--- src/rtl/ps2_key_ctrl.sv ---
`default_nettype none
// ============================================================================
// Module   : ps2_key_ctrl
// Purpose  : Turns PS/2 set-2 scan-code bytes into key events for the game.
//            It runs a make/break/extended prefix parser, skips the Pause
//            (E1) sequence and emits one pause make for it, and drops
//            typematic repeats. Events are buffered in a first-word-fall-
//            through FIFO with a valid/ready interface. Level flags are
//            held for left, right, fire and pause.
// Revision : 1.0 - initial release
// ============================================================================
module ps2_key_ctrl #(
    parameter int DEPTH         = 8,          // event FIFO depth, power of two
    parameter int TIMEOUT       = 2_500_000,  // idle cycles before a prefix is abandoned
    parameter bit REPEAT_FILTER = 1'b1        // drop makes of the key already held
) (
    input  logic       clk,
    input  logic       rst,
    input  logic       byte_valid,
    input  logic [7:0] byte_data,
    output logic       ev_valid,
    output logic [9:0] ev_data,
    input  logic       ev_ready,
    output logic       key_left,
    output logic       key_right,
    output logic       key_fire,
    output logic       key_pause,
    output logic       ovf,
    input  logic       ovf_clr
);

    // ------------------------------------------------------------------------
    // Constants
    // ------------------------------------------------------------------------
    localparam int c_PTR_W = (DEPTH > 1) ? $clog2(DEPTH) : 1;
    localparam int c_CNT_W = c_PTR_W + 1;
    localparam int c_TMO_W = (TIMEOUT > 1) ? $clog2(TIMEOUT) : 1;

    localparam logic [c_TMO_W-1:0] c_TMO_LAST = c_TMO_W'(TIMEOUT - 1);
    localparam logic [c_CNT_W-1:0] c_FULL     = c_CNT_W'(DEPTH);

    // Parser states
    localparam logic [2:0] c_ST_IDLE    = 3'd0;
    localparam logic [2:0] c_ST_EXT     = 3'd1;
    localparam logic [2:0] c_ST_BRK     = 3'd2;
    localparam logic [2:0] c_ST_EXT_BRK = 3'd3;
    localparam logic [2:0] c_ST_SKIP    = 3'd4;

    // Prefix and special bytes
    localparam logic [7:0] c_B_EXT    = 8'hE0;
    localparam logic [7:0] c_B_BRK    = 8'hF0;
    localparam logic [7:0] c_B_PAUSE  = 8'hE1;
    localparam logic [7:0] c_B_FSHIFT = 8'h12;

    // Pause sequence: E1 followed by seven more bytes
    localparam logic [2:0] c_SKIP_LEN = 3'd7;

    // Game keys as {ext, code}
    localparam logic [8:0] c_K_LEFT_EXT  = 9'h16B;
    localparam logic [8:0] c_K_LEFT_A    = 9'h01C;
    localparam logic [8:0] c_K_RIGHT_EXT = 9'h174;
    localparam logic [8:0] c_K_RIGHT_D   = 9'h023;
    localparam logic [8:0] c_K_FIRE      = 9'h029;
    localparam logic [8:0] c_K_PAUSE     = 9'h04D;

    // ------------------------------------------------------------------------
    // Signals
    // ------------------------------------------------------------------------
    logic [2:0]         r_state;
    logic [2:0]         w_state_nxt;
    logic [2:0]         r_skip;
    logic [c_TMO_W-1:0] r_tmo;
    logic               w_tmo_hit;
    logic               w_junk;

    logic               w_emit;
    logic               w_brk;
    logic               w_ext;
    logic [7:0]         w_code;
    logic [9:0]         w_ev;

    logic [8:0]         r_held_code;
    logic               r_held_vld;
    logic               w_held_match;
    logic               w_filt;
    logic               w_push;

    logic [9:0]         r_mem [DEPTH];
    logic [c_PTR_W-1:0] r_wr;
    logic [c_PTR_W-1:0] r_rd;
    logic [c_CNT_W-1:0] r_count;
    logic               w_pop;
    logic               w_full;
    logic               w_wr_ok;
    logic               w_ovf_set;
    logic               r_ovf;

    logic               r_left_a;
    logic               r_left_ext;
    logic               r_right_d;
    logic               r_right_ext;
    logic               r_fire;
    logic               r_pause;

    // ------------------------------------------------------------------------
    // Parser
    // ------------------------------------------------------------------------

    // Controller/keyboard status bytes that carry no key information
    assign w_junk = (byte_data == 8'h00) || (byte_data == 8'hAA) ||
                    (byte_data == 8'hEE) || (byte_data == 8'hFA) ||
                    (byte_data == 8'hFE) || (byte_data == 8'hFF);

    // A stalled prefix is abandoned on its last idle cycle; a byte arriving
    // in that same cycle takes priority.
    assign w_tmo_hit = (r_state != c_ST_IDLE) && !byte_valid && (r_tmo == c_TMO_LAST);

    // State register
    always_ff @(posedge clk) begin
        if (rst) begin
            r_state <= c_ST_IDLE;
        end else begin
            r_state <= w_state_nxt;
        end
    end

    // Next-state logic: prefix tracking and timeout abandonment
    always_comb begin
        w_state_nxt = r_state;
        if (byte_valid) begin
            case (r_state)
                c_ST_IDLE: begin
                    if (byte_data == c_B_EXT) begin
                        w_state_nxt = c_ST_EXT;
                    end else if (byte_data == c_B_BRK) begin
                        w_state_nxt = c_ST_BRK;
                    end else if (byte_data == c_B_PAUSE) begin
                        w_state_nxt = c_ST_SKIP;
                    end
                end
                c_ST_EXT: begin
                    if (byte_data == c_B_BRK) begin
                        w_state_nxt = c_ST_EXT_BRK;
                    end else if (byte_data != c_B_EXT) begin
                        w_state_nxt = c_ST_IDLE;
                    end
                end
                c_ST_BRK:     w_state_nxt = c_ST_IDLE;
                c_ST_EXT_BRK: w_state_nxt = c_ST_IDLE;
                c_ST_SKIP: begin
                    if (r_skip <= 3'd1) begin
                        w_state_nxt = c_ST_IDLE;
                    end
                end
                default:      w_state_nxt = c_ST_IDLE;
            endcase
        end else if (w_tmo_hit) begin
            w_state_nxt = c_ST_IDLE;
        end
    end

    // Output logic: decide whether this byte completes an event
    always_comb begin
        w_emit = 1'b0;
        w_brk  = 1'b0;
        w_ext  = 1'b0;
        w_code = byte_data;
        if (byte_valid) begin
            case (r_state)
                c_ST_IDLE: begin
                    w_emit = !(w_junk || (byte_data == c_B_EXT) ||
                               (byte_data == c_B_BRK) || (byte_data == c_B_PAUSE));
                end
                c_ST_EXT: begin
                    w_ext  = 1'b1;
                    w_emit = (byte_data != c_B_BRK) && (byte_data != c_B_EXT) &&
                             (byte_data != c_B_FSHIFT);
                end
                c_ST_BRK: begin
                    w_brk  = 1'b1;
                    w_emit = 1'b1;
                end
                c_ST_EXT_BRK: begin
                    w_brk  = 1'b1;
                    w_ext  = 1'b1;
                    w_emit = (byte_data != c_B_FSHIFT);
                end
                c_ST_SKIP: begin
                    // The whole Pause sequence collapses to a single E1 make
                    w_code = c_B_PAUSE;
                    w_emit = (r_skip <= 3'd1);
                end
                default: w_emit = 1'b0;
            endcase
        end
    end

    assign w_ev = {w_brk, w_ext, w_code};

    // Pause-sequence byte counter
    always_ff @(posedge clk) begin
        if (rst) begin
            r_skip <= '0;
        end else if (byte_valid && (r_state == c_ST_IDLE) && (byte_data == c_B_PAUSE)) begin
            r_skip <= c_SKIP_LEN;
        end else if (byte_valid && (r_state == c_ST_SKIP) && (r_skip != 3'd0)) begin
            r_skip <= r_skip - 3'd1;
        end else if (w_tmo_hit) begin
            r_skip <= '0;
        end
    end

    // Idle-cycle counter, only live while a prefix is pending
    always_ff @(posedge clk) begin
        if (rst) begin
            r_tmo <= '0;
        end else if (byte_valid || (r_state == c_ST_IDLE) || w_tmo_hit) begin
            r_tmo <= '0;
        end else begin
            r_tmo <= r_tmo + c_TMO_W'(1);
        end
    end

    // ------------------------------------------------------------------------
    // Typematic repeat filter
    // ------------------------------------------------------------------------
    assign w_held_match = (r_held_code == w_ev[8:0]);
    assign w_filt       = REPEAT_FILTER && w_emit && !w_brk && r_held_vld && w_held_match;
    assign w_push       = w_emit && !w_filt;

    // Remember the most recent make; its matching break releases it
    always_ff @(posedge clk) begin
        if (rst) begin
            r_held_code <= '0;
            r_held_vld  <= 1'b0;
        end else if (w_emit && !w_brk) begin
            r_held_code <= w_ev[8:0];
            r_held_vld  <= 1'b1;
        end else if (w_emit && w_brk && w_held_match) begin
            r_held_vld  <= 1'b0;
        end
    end

    // ------------------------------------------------------------------------
    // Key level flags (track every emitted event, filtered or dropped)
    // ------------------------------------------------------------------------

    // Each alias has its own bit so releasing one does not drop the other
    always_ff @(posedge clk) begin
        if (rst) begin
            r_left_a    <= 1'b0;
            r_left_ext  <= 1'b0;
            r_right_d   <= 1'b0;
            r_right_ext <= 1'b0;
            r_fire      <= 1'b0;
            r_pause     <= 1'b0;
        end else if (w_emit) begin
            case (w_ev[8:0])
                c_K_LEFT_A:    r_left_a    <= !w_brk;
                c_K_LEFT_EXT:  r_left_ext  <= !w_brk;
                c_K_RIGHT_D:   r_right_d   <= !w_brk;
                c_K_RIGHT_EXT: r_right_ext <= !w_brk;
                c_K_FIRE:      r_fire      <= !w_brk;
                c_K_PAUSE:     r_pause     <= !w_brk;
                default: ;
            endcase
        end
    end

    assign key_left  = r_left_a  | r_left_ext;
    assign key_right = r_right_d | r_right_ext;
    assign key_fire  = r_fire;
    assign key_pause = r_pause;

    // ------------------------------------------------------------------------
    // Event FIFO (first-word-fall-through)
    // ------------------------------------------------------------------------
    assign ev_valid  = (r_count != '0);
    assign w_pop     = ev_valid && ev_ready;
    assign w_full    = (r_count == c_FULL);
    // A pop in the same cycle frees the slot for a push into a full FIFO
    assign w_wr_ok   = w_push && (!w_full || w_pop);
    assign w_ovf_set = w_push && w_full && !w_pop;
    assign ev_data   = ev_valid ? r_mem[r_rd] : 10'h000;

    // Storage array; no reset needed since entries are only read when valid
    always_ff @(posedge clk) begin
        if (w_wr_ok) begin
            r_mem[r_wr] <= w_ev;
        end
    end

    // Pointers and occupancy
    always_ff @(posedge clk) begin
        if (rst) begin
            r_wr    <= '0;
            r_rd    <= '0;
            r_count <= '0;
        end else begin
            if (w_wr_ok) begin
                r_wr <= r_wr + c_PTR_W'(1);
            end
            if (w_pop) begin
                r_rd <= r_rd + c_PTR_W'(1);
            end
            case ({w_wr_ok, w_pop})
                2'b10:   r_count <= r_count + c_CNT_W'(1);
                2'b01:   r_count <= r_count - c_CNT_W'(1);
                default: r_count <= r_count;
            endcase
        end
    end

    // Sticky overflow flag; a new overflow wins over a simultaneous clear
    always_ff @(posedge clk) begin
        if (rst) begin
            r_ovf <= 1'b0;
        end else if (w_ovf_set) begin
            r_ovf <= 1'b1;
        end else if (ovf_clr) begin
            r_ovf <= 1'b0;
        end
    end

    assign ovf = r_ovf;

endmodule
`default_nettype wire

--- config.mk ---
export PLATFORM = sky130hd
export DESIGN_NAME = ps2_key_ctrl
export DESIGN_NICKNAME = d
export VERILOG_FILES = /design/src/rtl/ps2_key_ctrl.sv
export SDC_FILE = /design/constraint.sdc
export NUM_CORES = 1
export LEC_CHECK = 0
export BUFFER_PORTS_ARGS = -buffer_cell sky130_fd_sc_hd__buf_4
export CAP_MARGIN = 5
export CORE_UTILIZATION = 65
export DETAILED_ROUTE_END_ITERATION = 16
export PLACE_DENSITY = 0.84
export SLEW_MARGIN = 20
export SYNTH_ARGS = -nofsm -noshare
export SYNTH_HDL_FRONTEND = slang
export SYNTH_SLANG_ARGS = --single-unit
--- constraint.sdc ---
create_clock -name clk -period 9.6 [get_ports clk]
set_input_delay 0.48 -clock clk [delete_from_list [all_inputs] [get_ports clk]]
set_output_delay 0.48 -clock clk [all_outputs]
set_load 0.02 [all_outputs]
======== After elaboration in Yosys (flattened, before gate mapping) ========
Memories as Yosys holds them, arrays and structs flattened. A register that Yosys moved wholly into a read port is not among the register bits.
Cells that the tools add are included.
cells by class
  reduce and logical (&&, ||, !) cells .... 55
  divide/modulo/power cells ............... 0
  muxes and demuxes ....................... 29
  order comparisons ....................... 1
  eq/ne operators ......................... 29
  add/sub/neg operators ................... 6
  bitwise operators ....................... 2
  shift operators ......................... 0
  multipliers ............................. 0
operators with widths
  cell                                                 count
  equality test 8 bit, second input constant           8
  2-to-1 mux 3 bit                                     12
  adder 22 x 1 -> 22 bit, second input constant        1
  equality test 22 bit, second input constant          1
  equality test 9 x 6 -> 1 bit, second input constant  2
  equality test 9 bit, second input constant           2
  logical AND 1 bit                                    18
  2-to-1 mux 8 bit                                     2
  != test 8 bit, second input constant                 2
  AND reduction 2 bit                                  6
  logical OR 1 bit                                     11
  2-to-1 mux 1 bit                                     11
  2-to-1 mux 10 bit                                    1
  equality test 9 x 5 -> 1 bit, second input constant  1
  equality test 9 x 7 -> 1 bit, second input constant  1
  equality test 9 bit                                  1
  one-hot mux 3 bit (3 select lines)                   1
  nonzero test 3 bit                                   3
  zero test 8 bit                                      1
  != test 8 x 5 -> 1 bit, second input constant        1
  one-hot mux 4 bit (2 select lines)                   1
  nonzero test 2 bit                                   4
  adder 3 x 1 -> 3 bit, second input constant          2
  equality test 3 x 2 -> 1 bit, second input constant  2
  other kinds (19)                                     27
word-level totals
  ROM bits ................................ 0
  flip-flop bits (word level) ............. 55
  memory bits (writable) .................. 80
  latch bits .............................. 0
  memories ................................ 1
  word-level logic and storage cells ...... 138
memory list
  name   words  width  rd ports  clocked after memory_dff  write ports  RTL line  RTL
  r_mem  8      10     1         1                         1            88        logic [9:0] r_mem [DEPTH];

======== Longest topological paths before layout ========
Gate-level depths: netlist (run 1).
  depth after elaboration ................. 20
  depth in mapped cells ................... 16
  depth with buffers taken out ............ 15

======== Worst setup path before layout (run 1) ========
No wires, ideal clock.
  path type ............................... input-to-reg
  start point ............................. in byte_data[6]
  end point ............................... mem r_mem[2][0], enable pin
  path buffers ............................ 3
  stages on the path ...................... 9
  library setup time ...................... 0.407 ns
  data arrival time ....................... 2.914 ns
  required time ........................... 9.193 ns
  path slack .............................. 6.278 ns
  path through ............................ buf_2 -> nand4b_1 -> a211oi_1 -> a311oi_1 -> a21o_1 -> buf_6 -> o211ai_1 -> buf_4 -> nor4b_1
on the way
  longest elaborated chain between the ends .. 20
  elaborated cells between the ends (all ways) .. 36
RTL lines
  element                                                        RTL line  RTL
  from (decl)                                                    20        input logic [7:0] byte_data,
  equality test 8 bit / zero test 8 bit (equally long branches)  110       assign w_junk = (byte_data == 8'h00) || (byte_data == 8'hAA) ||
  logical OR 1 bit (2 in series)                                 110
  logical OR 1 bit (2 in series)                                 111       (byte_data == 8'hEE) || (byte_data == 8'hFA) ||
  logical OR 1 bit                                               112       (byte_data == 8'hFE) || (byte_data == 8'hFF);
  logical OR 1 bit (2 in series)                                 171       w_emit = !(w_junk || (byte_data == c_B_EXT) ||
  logical OR 1 bit                                               172       (byte_data == c_B_BRK) || (byte_data == c_B_PAUSE));
  zero test 1 bit                                                171
  one-hot mux 1 bit (5 select lines)                             169       case (r_state)
  2-to-1 mux 1 bit                                               168       if (byte_valid) begin
  logical AND 1 bit (3 in series)                                228       assign w_filt = REPEAT_FILTER && w_emit && !w_brk && r_held_vld && w_held_match;
  zero test 1 bit                                                229       assign w_push = w_emit && !w_filt;
  logical AND 1 bit (*)                                          229
  logical AND 1 bit (*)                                          282       assign w_wr_ok = w_push && (!w_full || w_pop);
  2-to-1 mux 1 bit (*)                                           288       if (w_wr_ok) begin
  2-to-1 mux 1 bit (not written as such) (*)                     289       r_mem[r_wr] <= w_ev;
  to (decl)                                                      88
Every way passes the cells marked *; elsewhere a longest branch is shown, timed or not.

======== Worst setup path in the final report (run 1) ========
  start point ............................. reg r_state[2]
  end point ............................... reg r_count[3]
on the way
  longest elaborated chain between the ends .. 13
  elaborated cells between the ends (all ways) .. 27
RTL lines
  element                                                                          RTL line  RTL
  from (decl)                                                                      69        logic [2:0] r_state;
  from (signal assigned)                                                           121       r_state <= c_ST_IDLE;
  from (signal assigned)                                                           123       r_state <= w_state_nxt;
  parallel branches: the longest is 9 deep, another holds equality test 9 bit      n/a
  logical AND 1 bit (*)                                                            229
  logical AND 1 bit (*)                                                            282
  equality test 2 x 1 -> 1 bit / equality test 2 bit (equally long branches)       306       case ({w_wr_ok, w_pop})
  one-hot mux 4 bit (2 select lines) / nonzero test 2 bit (equally long branches)  n/a
  to (signal assigned)                                                             307       2'b10: r_count <= r_count + c_CNT_W'(1);
  to (signal assigned)                                                             308       2'b01: r_count <= r_count - c_CNT_W'(1);
  to (signal assigned)                                                             309       default: r_count <= r_count;
  to (decl)                                                                        91        logic [c_CNT_W-1:0] r_count;
Mark *: on every way between the ends.
A chain may end at the register's enable or synchronous reset.

==> qor.csv, run 1 <==
metric,value,unit
synth_seq_area_share,56.93,%
worstPathMaxFanout,12,
die_h,100.1,um
setup_violations,0,
leakagePower,2.508,nW
cts_resized,0,
hold_start,ovf_clr,
post_cts_buffers,0,
dp_hpwl,8.703,mm
synthArstFlopShare,0,%
io_buffers,28,
viasPerCell,6.104,
cts_tree,done,
combPwrFrac,21.4,%
wl_per_cell,19.71,um
finalClockSkew,0.005952,ns
fin_nets,581,
multi_input_comb_area,2544,um^2
num_antenna_cells,0,
cp-start-kind,flop,
hp-class,input port to flop,
gp_congestion,1.037,
r2r-start,r_state[2],
rows,35,
p_switching,0.4982,mW
fin_crit_sh,38.27,%
powerDensity,238.4,nW/um^2
cts_num_sinks,138,
reg2regPathDepth,14,
pwr-share-clk,38.4,%
clock.fmax,272.2,MHz
ctsHoldBuffers,0,
whs_path_depth,3,
clk_path_buf_depth,2,
die-area,10030,um^2
ys_types,65,
worst-setup-path-type,flop to flop,
synth_ff_type,edfxtp_1,
antenna_left,0,
num_vias,4279,
hold-worst-slack,0.2690,ns
synth_cells,530,
die_w,100.1,um
register_area,3563,um^2
synthesis.area,6260,um^2
finalMaxSlewViolations,0,
cap_violations,0,
r2r_end,r_count[3],
totalWireLength,13.82,mm
ys_ff_latch,138,
synth_edf_count,80,
slew_headroom,34.47,%
coreArea,9284,um^2
grt_usage,29.52,%
synth_nets,552,
swShare,28.94,%
ys_warn_count,0,
grt_setup_unrepaired,no,
syn_to_final_growth,15.35,%
period_needed,3.674,ns
crit_path_end_kind,flop,
antenna_found_initial,0,
initial_core_util,67.43,%
hold-path-endpoint,ovf,
vdd_drop_max,0.1324,mV
h-tree-depth,4,
fillCellCount,584,
grt_max_degree,40,
cts_inserted_buffers,17,
io_pins,29,
ff2ff_setup_slack,5.93,ns
clock-root-buffer,clkbuf_8,
worst_pin_slew,0.9817,ns
finalHoldViolCount,0,
synth_area_per_cell,11.81,um^2
drive_gt1_share,18.71,%
cp.arrival,4.07,ns
clkLatencyLatePin,0.51,ns
seqPwrFrac,40.1,%
first_pass_iters,5,
grt_pass1_vias,4217,
drt-initial-drc-count,285,
power.internal,1.224,mW
tns,0,ns
grt_pass1_wl,21.80,mm
clkTransAtPathRegs,0.06,ns
grt.overflow.total,0,
worst-endpoint-required,10.00,ns
run_status,"finished, final reports clean",
drc,0,
## registers in the layout, summed over array words and instances (netlist names), named ones only
register	cells
r_mem	80
r_right_d	1
r_left_ext	1
r_right_ext	1
r_held_vld	1
key_pause	1
r_rd	3
r_count	4
r_tmo	22
r_state	3
r_wr	3
key_fire	1
r_skip	3
r_held_code	9
r_left_a	1
ovf	1
## logic make-up (layout without fill, tap and decap cells)
group	after synthesis	count (layout)	synth area share, %
adder cells (fa/ha/maj)	9	9	1.919
XOR/XNOR	27	27	3.778
buffers and inverters	47	89	3.557
flip-flops	138	138	56.93
AND/OR/NAND/NOR	214	214	17.41
AO/OA/AOI/OAI	55	55	5.817
multiplexers	40	40	10.59
## power groups by stage
stage	Combinational, mW	Sequential (mW)	Clock (mW)
after floorplan	0.251	0.684	0
after global placement	0.346	0.697	0
after detailed placement	0.361	0.699	0
after CTS	0.365	0.689	0.669
after global routing	0.398	0.693	0.692
final	0.369	0.691	0.662
## layer usage
layer  GRT usage (%)  part of all wire (%)  vias up
met4           13.04                   2.2        0
met2           50.90                    52      177
met5               0                     0        -
met3           5.641                   5.4       31
li1                -                     -     1995
met1           36.31                    40     2076
## cell usage after synthesis, types with 4 or more instances
cell type  count  area, um^2
mux2i_1       15       150.1
nor4b_1        4       35.03
nor2b_1       11       68.82
nand2_1       39       146.4
buf_2          6       30.03
nor3_1        15       75.07
nor4_1        13       81.33
clkbuf_1      12       45.04
dfxtp_1       58        1161
ha_1           8       100.1
nor2_1        76       285.3
buf_6          4       45.04
a21oi_1       19       95.09
mux4_2        20       450.4
or3_1          5       31.28
nand3b_1       5       37.54
o21ai_0        9       45.04
nand4_1        8       50.05
xor2_1        14       122.6
nand3_1       13       65.06
xnor2_1       13       113.9
edfxtp_1      80        2402
inv_1         20       75.07
## through the flow
step,std cells,total power [mW],util [%],setup slack [ns],cell area [um^2]
floorplan,530,0.9348,-,6.278,6260
finish,701,1.722,77.78,5.926,7221
global route,701,1.784,77.78,5.779,7221
CTS,700,1.724,77.51,5.899,7196
detailed placement,668,1.060,71.01,5.823,6593
global placement,668,1.042,70.92,5.974,6584
## critical path, cell delays in order, from the launching register on
cell	delay, ns
dfxtp_1	0.54
nand4bb_1	0.41
a21o_1	0.31
a221oi_2	0.25
nand4_2	0.20
o21ai_4	0.26
nand2_2	0.11
inv_2	0.11
ha_1	0.22
a21o_1	0.18
a21oi_1	0.22
inv_1	0.09
o2111ai_1	0.10
a21boi_1	0.24
mux2_4	0.32
## placed cells by master, fill, tap and decap left out, drive strengths merged, types with 11 or more instances in the layout
cell	count
dfxtp	58
inv	28
xor2	14
nand2	40
xnor2	13
mux4	20
clkbuf	17
nand3	13
edfxtp	80
nor3	15
buf	36
nor2	76
nor4	14
nor2b	11
mux2i	16
a21oi	19
## layout make-up
type | instances | share of cell area, %
multi-input combinational | 345 | 35.23
inverter | 21 | 1.092
tap | 129 | 2.235
clock buffer | 17 | 5.736
timing repair buffer | 36 | 3.743
sequential | 138 | 49.35
clock inverter | 15 | 2.617
## worst max-delay path by stage
stage,from,to,slack [ns],cells after the start
after global routing,r_state[2],r_count[3],5.78,14
final,r_state[2],r_count[3],5.93,14
after global placement,byte_valid,r_mem[2][3],5.97,6
after detailed placement,byte_valid,r_mem[0][4],5.82,6
after floorplan,byte_data[6],r_mem[2][0],6.28,9
after CTS,r_state[2],r_mem[0][0],5.90,5
Note: power is estimated with default switching activity, not from simulation.
==> inputs of run 2 (changes only) <==
--- a/config.mk
+++ b/config.mk
@@ -5,11 +5,12 @@
 export SDC_FILE = /design/constraint.sdc
 export NUM_CORES = 1
 export LEC_CHECK = 0
+export ABC_AREA = 1
 export BUFFER_PORTS_ARGS = -buffer_cell sky130_fd_sc_hd__buf_4
 export CAP_MARGIN = 5
-export CORE_UTILIZATION = 65
+export CORE_UTILIZATION = 61
 export DETAILED_ROUTE_END_ITERATION = 16
-export PLACE_DENSITY = 0.84
+export PLACE_DENSITY = 0.79
 export SLEW_MARGIN = 20
 export SYNTH_ARGS = -nofsm -noshare
 export SYNTH_HDL_FRONTEND = slang
==> constraint.sdc (replaced) <==
create_clock -name clk -period 3.8 [get_ports clk]
set_input_delay 0.19 -clock clk [delete_from_list [all_inputs] [get_ports clk]]
set_output_delay 0.19 -clock clk [all_outputs]
set_load 0.02 [all_outputs]
==> qor.csv, run 2 <==
metric,value,unit
run_status,"finished, final reports clean",
synth_cells,716,
num_vias,5116,
die_w,103.8,um
largest_reg_flops,80,
worst_pin_slew,0.9511,ns
reg2regPathDepth,14,
yosysTopAreaCell,edfxtp_1,
final_cell_mix,"132 x nor2_1, 99 x nand2_1, 80 x edfxtp_1",
worst-setup-path-type,flop to flop,
first_pass_iters,5,
syn_to_final_growth,15.49,%
io_buffers,28,
h-tree-depth,4,
pwr-share-clk,34.2,%
coreArea,9910,um^2
synthesis.area,6319,um^2
dpl-instance-area,6666,um^2
register_area,3563,um^2
ys_types,37,
die_h,103.8,um
synth_nets,738,
drive_gt1_share,12.26,%
synth_seq_area_share,56.40,%
grt_pass1_wl,23.78,mm
worstPathMaxFanout,16,
p_switching,1.613,mW
viasPerCell,5.684,
cp-start-kind,flop,
netlist_top_cells_count,"132 x nor2_1, 99 x nand2_1, 80 x edfxtp_1",
whs_path_depth,5,
cts_num_sinks,138,
rows,36,
synth_ff_type,edfxtp_1,
cp.arrival,3.39,ns
swShare,34.37,%
totalWireLength,14.35,mm
stdcell_count,900,
gp_congestion,0.9643,
clkTransAtPathRegs,0.06,ns
synth_edf_count,80,
fin_crit_sh,84.72,%
period_needed,3.219,ns
largest_registers,"r_mem (80), r_tmo (22), r_held_code (9)",
slew_headroom,36.20,%
grt_usage,28.70,%
total_power,4.693,mW
clk_path_buf_depth,2,
powerDensity,643.1,nW/um^2
combPwrFrac,28.4,%
worst-endpoint-required,3.97,ns
finalHoldViolCount,0,
grt_pass1_vias,4956,
setup_violations,0,
initial_core_util,63.76,%
cts_inserted_buffers,17,
ys_top_cells_by_area,"edfxtp_1 38%, dfxtp_1 18%, nor2_1 7.8%",
layout_commonest_cell,nor2_1,
num_antenna_cells,0,
finalClockSkew,0.008812,ns
cts_tree,done,
vdd_drop_max,0.4852,mV
yosysMostFrequentCell,nor2_1,
wl_per_cell,15.95,um
grt_setup_unrepaired,no,
finalMaxSlewViolations,0,
seqPwrFrac,37.4,%
place_inst,863,
cap_violations,0,
grt.overflow.total,0,
drc,0,
grt_max_degree,41,
ys_ff_latch,138,
r2r-start,r_state[1],
power.internal,3.080,mW
post_cts_buffers,0,
fin_nets,776,
ff2ff_setup_slack,0.58,ns
clock-root-buffer,clkbuf_8,
regMostFlops,r_mem,
clock.fmax,310.6,MHz
io_pins,29,
synthArstFlopShare,0,%
crit_path_start,r_state[1],
synth_area_per_cell,8.825,um^2
crit_path_end_kind,flop,
die-area,10770,um^2
leakagePower,2.790,nW
synth.top_cell.area_share,38.02,%
crit_end,r_mem[4][1],
fin_area,7297,um^2
tns,0,ns
hp-class,input port to flop,
ys_warn_count,0,
antenna_left,0,
antenna_found_initial,0,
multi_input_comb_area,2359,um^2
dp_hpwl,9.601,mm
clkLatencyLatePin,0.54,ns
r2r_end,r_mem[4][1],
fillCellCount,733,
drt-initial-drc-count,398,
==> run 2: power by group through the flow <==
stage | logic [mW] | clock network [mW] | registers [mW]
after detailed placement | 1.31 | 0 | 1.78
after global routing | 1.47 | 1.68 | 1.76
after CTS | 1.32 | 1.61 | 1.75
final | 1.33 | 1.60 | 1.75
after floorplan | 0.881 | 0 | 1.77
after global placement | 1.27 | 0 | 1.78
==> run 2: worst min path at each step <==
stage	to	from	slack, ns
after global placement	r_tmo[0]	r_tmo[0]	0.43
after floorplan	r_held_code[3]	rst	0.27
after CTS	r_right_ext	byte_data[3]	0.11
final	r_right_d	byte_data[0]	0.12
after detailed placement	r_right_d	r_right_d	0.44
after global routing	r_right_ext	byte_data[4]	0.12
==> run 2: through the flow <==
stage          setup slack (ns)  utilization (%)  hold slack [ns]
2_1_floorplan             1.355                -           0.2685
3_3_place_gp             0.8261            67.27           0.4294
3_5_place_dp             0.6353            67.27           0.4386
4_1_cts                  0.6241            73.64           0.1058
5_1_grt                  0.2563            73.64           0.1237
6_report                 0.5805            73.64           0.1195
==> run 2: cell type report <==
| type | instances | share of cell area, % |
|---|---|---|
| well taps | 133 | 2.281 |
| multi-input cells | 474 | 32.32 |
| clock buffers | 19 | 6.207 |
| inverters | 82 | 4.218 |
| clock inverters | 13 | 1.749 |
| repair buffers | 41 | 4.390 |
| flip-flops and latches | 138 | 48.83 |
==> run 2: worst max-delay path: stages, from the launching register on <==
cell and delay, ns:
dfxtp_1 0.37, nor2_2 0.19, nand3_2 0.31, nand2_1 0.42, nand2_1 0.09, nand2_1 0.07
nor2_1 0.04, nand2_1 0.07, nor2_2 0.05, nand3_2 0.07, nand2_2 0.08, inv_2 0.07
nand2_2 0.08, or2_4 0.27, nor2_1 0.66
==> run 2: kinds of logic (layout without fill, tap and decap cells) <==
family / after synthesis / after routing / synth area share (%)
AOI/OAI and AO/OA: 137 / 137 / 11.78
and+or+nand+nor: 314 / 314 / 21.62
adders and majority gates: 9 / 9 / 1.901
DFF: 138 / 138 / 56.40
buffers and inverters: 104 / 155 / 6.357
xor gates and xnor gates: 14 / 14 / 1.941
==> run 2: repair_timing <==
item,in CTS,in global routing
hold buffers,5,0
resized for setup,0,0
endpoints found under the hold margin,14,0
==> run 2: layer usage <==
layer / GRT usage [%] / vias up / part of all wire (%) / routed length (um)
met2: 47.56 / 214 / 48 / 6890
met3: 6.230 / 42 / 8.1 / 1168
met4: 11.94 / 0 / 2.6 / 372
met1: 36.65 / 2361 / 41 / 5920
li1: - / 2499 / - / -
met5: 0 / - / 0 / 0
